**src/rtl/writeback_unit_pkg.sv**
```systemverilog
// rtl/writeback_unit_pkg.sv - shared widths, entry layout and decode helper for the write stage
package writeback_unit_pkg;

  localparam int REG_ADDR_W = 3;
  localparam int DATA_W     = 8;
  localparam int WB_ENTRY_W = REG_ADDR_W + DATA_W;
  localparam int NUM_REGS   = 1 << REG_ADDR_W;

  // Packing matches the register-file side: addr in [10:8], data in [7:0].
  typedef struct packed {
    logic [REG_ADDR_W-1:0] addr;
    logic [DATA_W-1:0]     data;
  } wb_entry_t;

  function automatic logic [NUM_REGS-1:0] reg_onehot(input logic [REG_ADDR_W-1:0] a);
    logic [NUM_REGS-1:0] v;
    v    = '0;
    v[a] = 1'b1;
    return v;
  endfunction

endpackage

```
**src/rtl/wb_fifo.sv**
```systemverilog
// rtl/wb_fifo.sv - in-order result queue with per-slot valid bits exposed for hazard decode
module wb_fifo #(
  parameter int DEPTH = 4,
  parameter int WIDTH = 11,
  localparam int PTR_W = $clog2(DEPTH),
  localparam int CNT_W = PTR_W + 1
) (
  input  logic                        clk,
  input  logic                        rst,
  input  logic                        push,
  input  logic [WIDTH-1:0]            push_data,
  input  logic                        pop,
  output logic [WIDTH-1:0]            head_data,
  output logic                        full,
  output logic                        empty,
  output logic [CNT_W-1:0]            count,
  output logic [DEPTH-1:0]            entry_valid,
  output logic [DEPTH-1:0][WIDTH-1:0] entries
);

  logic [DEPTH-1:0][WIDTH-1:0] mem;
  logic [PTR_W-1:0]            wr_ptr;
  logic [PTR_W-1:0]            rd_ptr;
  logic [DEPTH-1:0]            vld;
  logic [DEPTH-1:0]            vld_next;
  logic                        do_push;
  logic                        do_pop;

  assign full        = (count == CNT_W'(DEPTH));
  assign empty       = (count == '0);
  assign do_push     = push && !full;
  assign do_pop      = pop && !empty;
  assign head_data   = mem[rd_ptr];
  assign entry_valid = vld;
  assign entries     = mem;

  // Clear before set so a push into the slot just vacated stays marked valid.
  always_comb begin
    vld_next = vld;
    if (do_pop) vld_next[rd_ptr] = 1'b0;
    if (do_push) vld_next[wr_ptr] = 1'b1;
  end

  always_ff @(posedge clk or posedge rst) begin
    if (rst) begin
      mem    <= '0;
      wr_ptr <= '0;
      rd_ptr <= '0;
      count  <= '0;
      vld    <= '0;
    end else begin
      vld <= vld_next;
      if (do_push) begin
        mem[wr_ptr] <= push_data;
        wr_ptr      <= wr_ptr + PTR_W'(1);
      end
      if (do_pop) rd_ptr <= rd_ptr + PTR_W'(1);
      case ({do_push, do_pop})
        2'b10:   count <= count + CNT_W'(1);
        2'b01:   count <= count - CNT_W'(1);
        default: count <= count;
      endcase
    end
  end

endmodule

```
**src/rtl/writeback_unit.sv**
```systemverilog
// rtl/writeback_unit.sv - arbitrates ALU/load results into the FIFO and drives the register-file write port
module writeback_unit
  import writeback_unit_pkg::*;
#(
  parameter int DEPTH = 4,
  parameter int CNT_W = $clog2(DEPTH) + 1
) (
  input  logic                  clk,
  input  logic                  rst,
  input  logic                  alu_valid,
  output logic                  alu_ready,
  input  logic [REG_ADDR_W-1:0] alu_addr,
  input  logic [DATA_W-1:0]     alu_data,
  input  logic                  mem_valid,
  output logic                  mem_ready,
  input  logic [REG_ADDR_W-1:0] mem_addr,
  input  logic [DATA_W-1:0]     mem_data,
  input  logic                  wb_hold,
  output logic                  rf_write_enable,
  output logic [REG_ADDR_W-1:0] rf_write_addr,
  output logic [DATA_W-1:0]     rf_write_data,
  output logic [NUM_REGS-1:0]   pending_mask,
  output logic [CNT_W-1:0]      fifo_count,
  output logic [7:0]            r0_drop_count
);

  logic                             full;
  logic                             empty;
  logic                             mem_fire;
  logic                             alu_fire;
  logic                             accept;
  logic                             push;
  logic                             drop;
  logic                             pop;
  wb_entry_t                        in_entry;
  wb_entry_t                        head;
  logic [WB_ENTRY_W-1:0]            head_data;
  logic [DEPTH-1:0]                 entry_valid;
  logic [DEPTH-1:0][WB_ENTRY_W-1:0] entries;
  logic [NUM_REGS-1:0]              mask;

  // Readiness looks only at occupancy, never at hold or a same-cycle pop.
  assign mem_ready = !full;
  assign alu_ready = !full && !mem_valid;
  assign mem_fire  = mem_valid && mem_ready;
  assign alu_fire  = alu_valid && alu_ready;
  assign accept    = mem_fire || alu_fire;

  always_comb begin
    in_entry = '0;
    if (mem_fire) begin
      in_entry.addr = mem_addr;
      in_entry.data = mem_data;
    end else if (alu_fire) begin
      in_entry.addr = alu_addr;
      in_entry.data = alu_data;
    end
  end

  // R0 is hard-wired zero: complete the handshake but never queue it.
  assign push = accept && (in_entry.addr != '0);
  assign drop = accept && (in_entry.addr == '0);
  assign pop  = !empty && !wb_hold;

  wb_fifo #(
    .DEPTH (DEPTH),
    .WIDTH (WB_ENTRY_W)
  ) u_fifo (
    .clk         (clk),
    .rst         (rst),
    .push        (push),
    .push_data   (in_entry),
    .pop         (pop),
    .head_data   (head_data),
    .full        (full),
    .empty       (empty),
    .count       (fifo_count),
    .entry_valid (entry_valid),
    .entries     (entries)
  );

  assign head            = wb_entry_t'(head_data);
  assign rf_write_enable = pop;
  assign rf_write_addr   = empty ? '0 : head.addr;
  assign rf_write_data   = empty ? '0 : head.data;

  always_comb begin
    mask = '0;
    for (int i = 0; i < DEPTH; i++) begin
      if (entry_valid[i]) mask = mask | reg_onehot(entries[i][WB_ENTRY_W-1:DATA_W]);
    end
  end

  assign pending_mask = {mask[NUM_REGS-1:1], 1'b0};

  always_ff @(posedge clk or posedge rst) begin
    if (rst) begin
      r0_drop_count <= '0;
    end else if (drop && (r0_drop_count != 8'hFF)) begin
      r0_drop_count <= r0_drop_count + 8'd1;
    end
  end

endmodule

```
**config.mk**
```make
export PLATFORM = sky130hd
export DESIGN_NAME = writeback_unit
export DESIGN_NICKNAME = d
export VERILOG_FILES = /design/src/rtl/writeback_unit_pkg.sv /design/src/rtl/wb_fifo.sv /design/src/rtl/writeback_unit.sv
export SDC_FILE = /design/constraint.sdc
export NUM_CORES = 1
export LEC_CHECK = 0
export ABC_AREA = 0
export CORE_ASPECT_RATIO = 2
export CORE_UTILIZATION = 57
export DETAILED_ROUTE_END_ITERATION = 16
export PLACE_DENSITY_LB_ADDON = 0.08
export REMOVE_ABC_BUFFERS = 1
export SLEW_MARGIN = 20
export SYNTH_ARGS = -nofsm -noshare
export SYNTH_HDL_FRONTEND = slang
export SYNTH_SLANG_ARGS = --single-unit
```
**constraint.sdc**
```tcl
create_clock -name clk -period 3.1 [get_ports clk]
set_input_delay 0.465 -clock clk [delete_from_list [all_inputs] [get_ports clk]]
set_output_delay 0.465 -clock clk [all_outputs]
set_load 0.01 [all_outputs]
```
==> results of run 1 <==
==> power groups by stage <==
stage | sequential, uW | combinational, uW | clock (uW)
4_1_cts | 1590 | 2310 | 1030
3_3_place_gp | 1580 | 2260 | 0
2_1_floorplan | 1530 | 1380 | 0
3_5_place_dp | 1590 | 2290 | 0
5_1_grt | 1650 | 2470 | 1070
6_report | 1600 | 2290 | 1020
==> cell type report <==
cell class,count,area share [%]
Inverter,15,1.26
Clock inverter,5,1.26
Sequential cell,63,35.2
Tap cell,63,1.76
Clock buffer,11,5.64
Multi-Input combinational cell,201,39.8
Timing Repair Buffer,69,15.1
==> cell families (layout without fill, tap and decap cells) <==
logic type                 after synthesis  after routing
other                                    1              1
xor gates and xnor gates                12             12
buffers and inverters                   31            100
DFF                                     63             63
AOI/OAI and AO/OA                       29             29
and+or+nand+nor                         94             94
adders and majority gates               11             11
muxes                                   54             54
==> synthesized netlist by cell type, types with 2 or more instances <==
library cell  count  area, sq um
dfrtp_1          63         1580
mux2_2           26          293
nand2_1          18         67.6
mux2_4           16          240
nor2_1           16         60.1
nor2b_1          16          100
inv_1            14         52.6
nand4_1          13         81.3
mux4_2           11          248
ha_1             10          125
a22oi_1           9         67.6
xor2_1            9         78.8
clkbuf_1          7         26.3
nand3_1           7         35.0
o21ai_0           6         30.0
a21o_1            4         30.0
nand4b_1          4         35.0
nor3_1            4         20.0
a21oi_1           3         15.0
buf_4             3         22.5
nand3b_1          3         22.5
nor4_1            3         18.8
xnor2_1           3         26.3
and3_1            2         12.5
and3_4            2         22.5
buf_6             2         22.5
buf_8             2         30.0
o311ai_0          2         17.5
==> registers in the layout (all words and copies together) (netlist names) <==
register / count
u_fifo.count: 3
u_fifo.wr_ptr: 2
u_fifo.entries: 44
u_fifo.entry_valid: 4
r0_drop_count: 8
u_fifo.rd_ptr: 2
==> worst min-delay path by stage <==
| stage | slack, ns | from | depth (start not counted) | end |
|---|---|---|---|---|
| final | 0.50 | u_fifo.entries[37] | 1 | u_fifo.entries[37] |
| after global routing | 0.52 | u_fifo.entries[36] | 1 | u_fifo.entries[36] |
| after CTS | 0.51 | u_fifo.entries[39] | 1 | u_fifo.entries[39] |
| after detailed placement | 0.49 | u_fifo.entries[28] | 1 | u_fifo.entries[28] |
| after global placement | 0.48 | u_fifo.entries[37] | 1 | u_fifo.entries[37] |
| after floorplan | 0.48 | u_fifo.entries[33] | 1 | u_fifo.entries[33] |
==> per-layer routing <==
metal / GRT usage (%) / vias up
li1: - / 1190
met1: 33.2 / 1303
met2: 49.8 / 89
met3: 6.06 / 18
met4: 15.4 / 0
met5: 0 / -
==> stage by stage <==
step / area (sq um) / setup slack (ns)
2_1_floorplan: 3420 / 0.603
3_3_place_gp: 4170 / 0.428
3_5_place_dp: 4170 / 0.351
4_1_cts: 4480 / 0.401
5_1_grt: 4480 / 0.356
6_report: 4480 / 0.405
==> results.ini, run 1 <==
[outcome]
outcome=finished, violations left
violations=design-rule violations

[critical_path]
r2r_start=u_fifo.count[0]
crit_start=u_fifo.rd_ptr[1]
worstSetupPathType=reg2out
crit_arrival_ns=2.23
crit_end=rf_write_addr[2]
crit_fanout=10
critPathSlowestCell=dfrtp_1
end_kind=output port
cp_top_family=flip-flops
max_stage_delay_ns=0.71
critical_path_buf_inv_count=1
cp.depth=3
reg2reg_slack_ns=0.93
crit_required_ns=2.63
r2r_cells=9
worst_setup_path_start_kind=flip-flop
path_cells=mux4_2 -> nor2b_1 -> clkdlybuf4s50_1
worstReg2RegEnd=u_fifo.count[2]

[grt]
grt_max_degree=64
grt_usage_pct=29.1
antenna_found_initial=0
grt_pass1_vias=2704
grt_overflow=0
grt_pass1_wl_mm=13.8

[drt]
viasPerCell=6.09
ant_nets=0
wl_met1_mm=3.34
drt_wl_total_mm=8.65
vias=2600
drt_iter0_drc=160
detail_route.first_pass.iterations=10
drc=2
wl_met3_um=335
top_layer_used=met4
wl_per_cell_um=20.3
wl_met2_mm=4.72

[yosys]
syn_avg_cell_area_sq_um=12.0
synth-xor-area-share_pct=2.98
synth_edf_count=0
synth-seq-area-share_pct=44.7
synthCells=295
synth_area_sq_um=3530
ys_ff_latch=63
async_flop_share_pct=100
synth.distinct_cells=45
synthMuxAreaShare_pct=22.4
yosys_warnings=0
synth-main-ff-cell=dfrtp_1
yosys.area_share.simple_pct=15.0
yosys.area_share.adder_pct=4.12
synth_compound_area_share_pct=5.89
synth_top_family_by_area=multiplexers

[sta]
min_period_ns=2.70
hold_violations=0
tightest_slew_ns=0.578
tns_ns=0
rsz0062_at_grt=false
fin_worst_skew_ns=0.00442
period_share_pct=86.9
setup_viol_count_final=0
drv_slew=0
slew_headroom_pct=61.5
max_freq_mhz=371
whs_ns=0.505

[pwr]
power_density_nw_per_um2=1100
p_switching_uw=1700
combPwrFrac_pct=46.8
power_leakage_uw=0.00200
power_frac_seq_pct=32.5
p_clk_share_pct=20.7
swShare_pct=34.7
internal_power_uw=3200
vdd_drop_max_v=0.000604
p_total_uw=4910

[floorplan]
rows=40
dieArea_sq_um=6520
dieHeight_um=113
die_x_um=57.6
initial_core_util_pct=58.7
core_area_sq_um=6010
io_pins=60

[cells_and_area]
layout_common_cells=63 x dfrtp_1, 58 x clkdlybuf4s50_1, 26 x mux2_2
nets=397
multi_input_area_sq_um=1780
final_cells=427
drive_above_1_share_pct=23.9
area_growth_pct=27.0
insertedDiodeCount=0
utilization_pct=74.6
final_common_cell=dfrtp_1
fillCellCount=410
register_area_sq_um=1580

[placed_design]
dpl.cell_count=411
io_buffers=58
dp_hpwl_mm=6.02
place.gp.congestion=0.841

[clocking]
hold_buffers=0
clk_latency_ns=0.32
cts_tree=done
cts_buffers=9
clkSlewWorstSetupHoldPaths_ns=0.05
post_cts_resized=0
htree_levels=3
cts_setup_buffers=0
clockBufferDepth=2
root_buffer=clkbuf_16
cts.sinks=63

[min_path]
hp-class=reg2reg

[job]
cap_violations=0

Note: power is estimated with default switching activity, not from simulation.
==> run 2, diff against run 1 <==
Settings changed: HOLD_SLACK_MARGIN from default to 0.02, SLEW_MARGIN 20 to 40.
==> results of run 2 <==
The final DEF is identical to that of run 1; final timing and power are the same.
